**config.mk**
```make
export PLATFORM = sky130hd
export DESIGN_NAME = bsg_activation_sequencer
export DESIGN_NICKNAME = d
export VERILOG_FILES = /design/src/rtl/bsg_activation_sequencer.sv
export SDC_FILE = /design/constraint.sdc
export NUM_CORES = 1
export LEC_CHECK = 0
export BUFFER_PORTS_ARGS = -buffer_cell sky130_fd_sc_hd__buf_2
export CAP_MARGIN = 20
export CORE_UTILIZATION = 30
export CTS_BUF_LIST = sky130_fd_sc_hd__clkbuf_2 sky130_fd_sc_hd__clkbuf_4 sky130_fd_sc_hd__clkbuf_8
export CTS_CLUSTER_DIAMETER = 150
export DETAILED_ROUTE_END_ITERATION = 12
export PLACE_DENSITY_LB_ADDON = 0.05
export RECOVER_POWER = 25
export SLEW_MARGIN = 20
export SYNTH_ARGS = -nofsm -noshare
export SYNTH_HDL_FRONTEND = slang
export SYNTH_SLANG_ARGS = --single-unit
```
**constraint.sdc**
```tcl
create_clock -name clk_i -period 2.7 [get_ports clk_i]
set_input_delay 0 -clock clk_i [delete_from_list [all_inputs] [get_ports clk_i]]
set_output_delay 0 -clock clk_i [all_outputs]
set_load 0.05 [all_outputs]
```
**src/rtl/bsg_activation_sequencer.sv**
```systemverilog
// Activation sequencer: accepts a vector command, streams its elements one at
// a time through an external tanh/sigmoid unit, and returns the results in order.
//
// Handshakes: each channel moves one item on a cycle where its valid and ready
// are both high at the rising clock edge (out_yumi_i plays that role for the
// out channel). Valid outputs never depend combinationally on the matching
// ready input. The data on an asserted valid output stays stable until it is
// taken.
module bsg_activation_sequencer #(
  parameter int ang_width_p = 20,
  parameter int ans_width_p = 32,
  parameter int precision_p = 16,
  parameter int max_els_p   = 16,
  localparam int lg_els_lp  = (max_els_p > 1) ? $clog2(max_els_p) : 1
) (
  input  logic                   clk_i,
  input  logic                   reset_n_i,
  // command channel
  input  logic                   cmd_v_i,
  output logic                   cmd_ready_o,
  input  logic [lg_els_lp-1:0]   cmd_len_i,
  input  logic                   cmd_tanh_i,
  // element input channel
  input  logic                   in_v_i,
  output logic                   in_ready_o,
  input  logic [ang_width_p-1:0] in_data_i,
  // activation unit request / response
  output logic [ang_width_p-1:0] act_ang_o,
  output logic                   act_tanh_sel_o,
  output logic                   act_neg_sel_o,
  output logic                   act_val_o,
  input  logic                   act_ready_i,
  input  logic [ans_width_p-1:0] act_data_i,
  input  logic                   act_val_i,
  output logic                   act_ready_o,
  // result channel
  output logic                   out_v_o,
  output logic [ans_width_p-1:0] out_data_o,
  output logic                   out_last_o,
  input  logic                   out_yumi_i,
  output logic                   done_o,
  // debug view of the sequencer state
  output logic [2:0]             state_o
);

  typedef enum logic [2:0] {
    S_IDLE  = 3'd0,
    S_LOAD  = 3'd1,
    S_ISSUE = 3'd2,
    S_WAIT  = 3'd3,
    S_OUT   = 3'd4
  } state_e;

  localparam logic [ang_width_p-1:0] ang_min_lp = {1'b1, {(ang_width_p-1){1'b0}}};
  localparam logic [ang_width_p-1:0] ang_max_lp = {1'b0, {(ang_width_p-1){1'b1}}};

  state_e                 state_q, state_d;
  logic [lg_els_lp-1:0]   len_q, len_d;
  logic [lg_els_lp-1:0]   cnt_q, cnt_d;
  logic                   tanh_q, tanh_d;
  logic [ang_width_p-1:0] ang_q, ang_d;
  logic                   neg_q, neg_d;
  logic [ans_width_p-1:0] res_q, res_d;
  logic                   done_q, done_d;

  logic [ang_width_p-1:0] in_mag;
  logic                   is_last;

  // Magnitude of the incoming element; the most negative code has no positive
  // twin, so it clamps to the largest positive value.
  always_comb begin
    in_mag = in_data_i;
    if (in_data_i == ang_min_lp) begin
      in_mag = ang_max_lp;
    end else if (in_data_i[ang_width_p-1]) begin
      in_mag = -in_data_i;
    end
  end

  assign is_last = (cnt_q == len_q);

  // State and datapath registers, cleared asynchronously.
  always_ff @(posedge clk_i or negedge reset_n_i) begin
    if (!reset_n_i) begin
      state_q <= S_IDLE;
      len_q   <= '0;
      cnt_q   <= '0;
      tanh_q  <= 1'b0;
      ang_q   <= '0;
      neg_q   <= 1'b0;
      res_q   <= '0;
      done_q  <= 1'b0;
    end else begin
      state_q <= state_d;
      len_q   <= len_d;
      cnt_q   <= cnt_d;
      tanh_q  <= tanh_d;
      ang_q   <= ang_d;
      neg_q   <= neg_d;
      res_q   <= res_d;
      done_q  <= done_d;
    end
  end

  // Next-state logic and per-state handshake outputs.
  always_comb begin
    state_d     = state_q;
    len_d       = len_q;
    cnt_d       = cnt_q;
    tanh_d      = tanh_q;
    ang_d       = ang_q;
    neg_d       = neg_q;
    res_d       = res_q;
    done_d      = 1'b0;
    cmd_ready_o = 1'b0;
    in_ready_o  = 1'b0;
    act_val_o   = 1'b0;
    act_ready_o = 1'b0;
    out_v_o     = 1'b0;
    out_last_o  = 1'b0;
    unique case (state_q)
      S_IDLE: begin
        cmd_ready_o = 1'b1;
        if (cmd_v_i) begin
          len_d   = cmd_len_i;
          tanh_d  = cmd_tanh_i;
          cnt_d   = '0;
          state_d = S_LOAD;
        end
      end
      S_LOAD: begin
        in_ready_o = 1'b1;
        if (in_v_i) begin
          ang_d   = in_mag;
          neg_d   = in_data_i[ang_width_p-1];
          state_d = S_ISSUE;
        end
      end
      S_ISSUE: begin
        act_val_o = 1'b1;
        if (act_ready_i) state_d = S_WAIT;
      end
      S_WAIT: begin
        act_ready_o = 1'b1;
        if (act_val_i) begin
          // tanh is odd, so a negative input flips the unit's result; sigmoid
          // symmetry is already handled inside the unit.
          res_d   = (tanh_q && neg_q) ? -act_data_i : act_data_i;
          state_d = S_OUT;
        end
      end
      S_OUT: begin
        out_v_o    = 1'b1;
        out_last_o = is_last;
        if (out_yumi_i) begin
          if (is_last) begin
            done_d  = 1'b1;
            state_d = S_IDLE;
          end else begin
            cnt_d   = cnt_q + lg_els_lp'(1);
            state_d = S_LOAD;
          end
        end
      end
      default: state_d = S_IDLE;
    endcase
  end

  assign act_ang_o      = ang_q;
  assign act_neg_sel_o  = neg_q;
  assign act_tanh_sel_o = tanh_q;
  assign out_data_o     = res_q;
  assign done_o         = done_q;
  assign state_o        = state_q;

endmodule

```
==> metrics.md <==
| Metric | Value |
|---|---|
| Net count, final | `between 600 and 700` |
| Number of port buffers | `127` |
| Post-synth net total | `489` |
| Sink Count | `66` |
| Initial antenna violation count | `0` |
| Wire length per cell | `14.31 um` |
| Sequential share of the synthesized area | `0.4318` |
| Antenna diode instance count | `0` |
| Fin crit share | `0.8028` |
| Global route total overflow | `0` |
| Drt first pass iters | `4` |
| Largest net degree at the start of global routing | `46` |
| Row cnt | `40` |
| Max clock buf depth | `2` |
| Post-cts resize count | `0` |
| Clock skew | `between 0.006 and 0.007 ns` |
| DP Wirelength | `7905 um` |
| Clk_lat worst skew | `0.36 ns` |
| Finished Cell Area | `5345 sq um` |
| Most frequent cells in the layout | `107 x buf_2, 66 x dfrtp_1, 57 x nand2_1` |
| Maximum VDD drop | `between 0.0005 and 0.0006 V` |
| Final worst setup slack | `0.5325 ns` |
| Routed WL | `roughly 11000 um` |
| Die H | `between 100 and 150 um` |
| CTS tree | `built` |
| Final min period | `roughly 2.2 ns` |
| Worst setup path class | `input pin to register` |
| Core area | `12210 sq um` |
| Post-synth ARST share | `1.000` |
| Commonest non-fill, non-tap cell in the layout | `buf_2` |
| H-tree Lvls | `3` |
| Number of synthesized register bits | `66` |
| Share of cells above drive strength 1 | `0.2567` |
| Hold_buf cts | `48` |
| Internal reg-to-reg setup slack | `0.74 ns` |
| Max-Slew Margin vs Limit | `-0.2425` |
| Power Dens Cells | `~1100 nW/um^2` |
| DP Worst Slack | `0.6714 ns` |
| Syn. warnings | `0` |
| DRC Markers | `0` |
| Number of global-route vias before repair | `3630` |
| Max cap viols | `1` |
| Worst slew pin tran | `1.864 ns` |
| IO Pins | `128` |
| Slowest CP cell | `dlygate4sd3_1` |
| Worst min path class | `input pin to register` |
| Final Hold Fails | `0` |
| Filler cells | `1288` |
| Worst-path cell chain | `dlygate4sd3_1 -> buf_2 -> inv_1 -> ha_1 -> nor4b_1 -> nand4_2 -> nor4_4 -> nor2_1 -> a21oi_1` |
| Setup TNS | `0 ns` |
| Starting Density | `0.3132` |
| CP Capture Type | `register` |
| First-pass GRT wire length | `17810 um` |
| F_max | `0.4614 GHz` |
| Cell Area, Synth | `3825 sq um` |
| Setup crit start kind | `input pin` |
| Root buffer cell | `clkbuf_8` |
| Area post-placement | `4666 sq um` |
| ANT nets after route | `0` |
| Detailed Route Iter0 Violations | `134` |
| Arrival @ worst endpoint | `2.45 ns` |
| Slew Limit Fails | `31` |
| Vias per cell | `between 4 and 5` |
| CP max FO | `9` |
| CP max stage delay | `0.53 ns` |
| Failing checks | `capacitance limit, slew limit` |
| Number of library cell types mapped by synthesis | `51` |
| Die width | `114.9 um` |
| Overall Power | `around 0.0060 W` |
| Clk slew on worst S/H paths | `approximately 0.08 ns` |
| WHS | `0.02616 ns` |
| Worst path required time | `about 3 ns` |
| Sequential cell area | `1652 sq um` |
| Status | `finished, violations left` |
| Die area | `13210 sq um` |
| Primary FF master, synth | `dfrtp_1` |
| Tot GR Track Use | `0.1755` |
| Final Setup Violations | `0` |
| Lkg Pwr | `2.417 nW` |
| Post-synthesis cell count | `~420` |
| Syn_area_per_cell | `9.064 sq um` |
| Setup Fix Bufs, Post-CTS | `0` |
| Vias | `3702` |
| Num CTS Buffers | `9` |
| Number of enable flip-flop cells after synthesis | `0` |
| Multi-input combinational cell area | `between 2000 and 2500 sq um` |
| RD Place Congestion | `slightly below 0.8` |
| Unrepaired setup endpoints after global routing | `no` |
| P&R area growth vs syn | `39.74%` |
## kinds of logic (layout without fill, tap and decap cells)
kind of cell / count (synthesis) / after routing / synth area share
flops: 66 / 66 / 0.4318
simple gates: 154 / 154 / 0.2172
xor+xnor: 45 / 45 / 0.1030
mux: 9 / 9 / 0.02551
buf+inv: 38 / 216 / 0.03893
fa+ha+maj: 3 / 3 / 0.009815
compound gates: 107 / 107 / 0.1737
## stage by stage
step | utilization | cells
6_report | 0.4377 | 768
5_1_grt | 0.4377 | 768
4_1_cts | 0.4398 | 768
3_5_place_dp | 0.3821 | 704
3_3_place_gp | 0.3821 | 704
2_1_floorplan | - | 422
## sequential cells by signal, summed over array words and instances, names as in the netlist
register,count
state_o,3
done_o,1
len_q,4
out_data_o,32
cnt_q,4
act_neg_sel_o,1
act_ang_o,20
act_tanh_sel_o,1
## power by group
part           switching (W)  internal, W  leakage (nW)  total (W)
logic                0.00245     0.000886          1.49    0.00334
clock network       0.000391     0.000549         0.117   0.000940
registers           0.000313      0.00143         0.814    0.00175
total                0.00315      0.00287          2.42    0.00602
## worst max-delay path, delay by kind of cell
family,cells,cell delay (ns)
adders and majority gates,1,0.21
AOI/OAI and AO/OA,1,0.19
buffers and inverters,3,0.73
and+or+nand+nor,4,1.32
## cell type report
| cell class | count | share of cell area |
|---|---|---|
| inverter | 19 | 0.01334 |
| timing repair buffer | 181 | 0.2149 |
| multi-input combinational | 318 | 0.3816 |
| clock inverter | 1 | 0.005618 |
| clock buffer | 15 | 0.03628 |
| tap | 168 | 0.03933 |
| sequential | 66 | 0.3090 |
## final timing paths
check | start | end | depth (start not counted)
min reg2reg | act_ang_o[3] | act_ang_o[3] | 2
min in group asynchronous | reset_n_i | cnt_q[1] | 2
max reg2reg | state_o[2] | out_data_o[28] | 4
max | in_data_i[0] | act_ang_o[13] | 9
max in group asynchronous | reset_n_i | out_data_o[17] | 2
min | in_data_i[16] | act_ang_o[16] | 3
## Yosys cell counts (4+ instances only)
master / count / area (sq um)
mux2_2: 6 / 67.56
or4_1: 7 / 52.55
o21ai_0: 44 / 220.2
inv_1: 19 / 71.32
xor2_1: 13 / 113.9
a21oi_1: 20 / 100.1
clkbuf_1: 15 / 56.30
a31oi_1: 10 / 62.56
a41oi_1: 10 / 87.58
dfrtp_1: 66 / 1652
xnor2_1: 32 / 280.3
nor4_1: 4 / 25.02
nand2b_1: 6 / 37.54
nor3_1: 17 / 85.08
nor2_1: 34 / 127.6
a22o_1: 4 / 35.03
nand2_1: 57 / 214.0
## metal layers
| layer | GRT usage | share of wire |
|---|---|---|
| met2 | 0.2735 | 0.45 |
| met1 | 0.2364 | 0.48 |
| met5 | 0 | 0 |
| met3 | 0.03901 | 0.050 |
| met4 | 0.07013 | 0.017 |
Note: power is estimated with default switching activity, not from simulation.
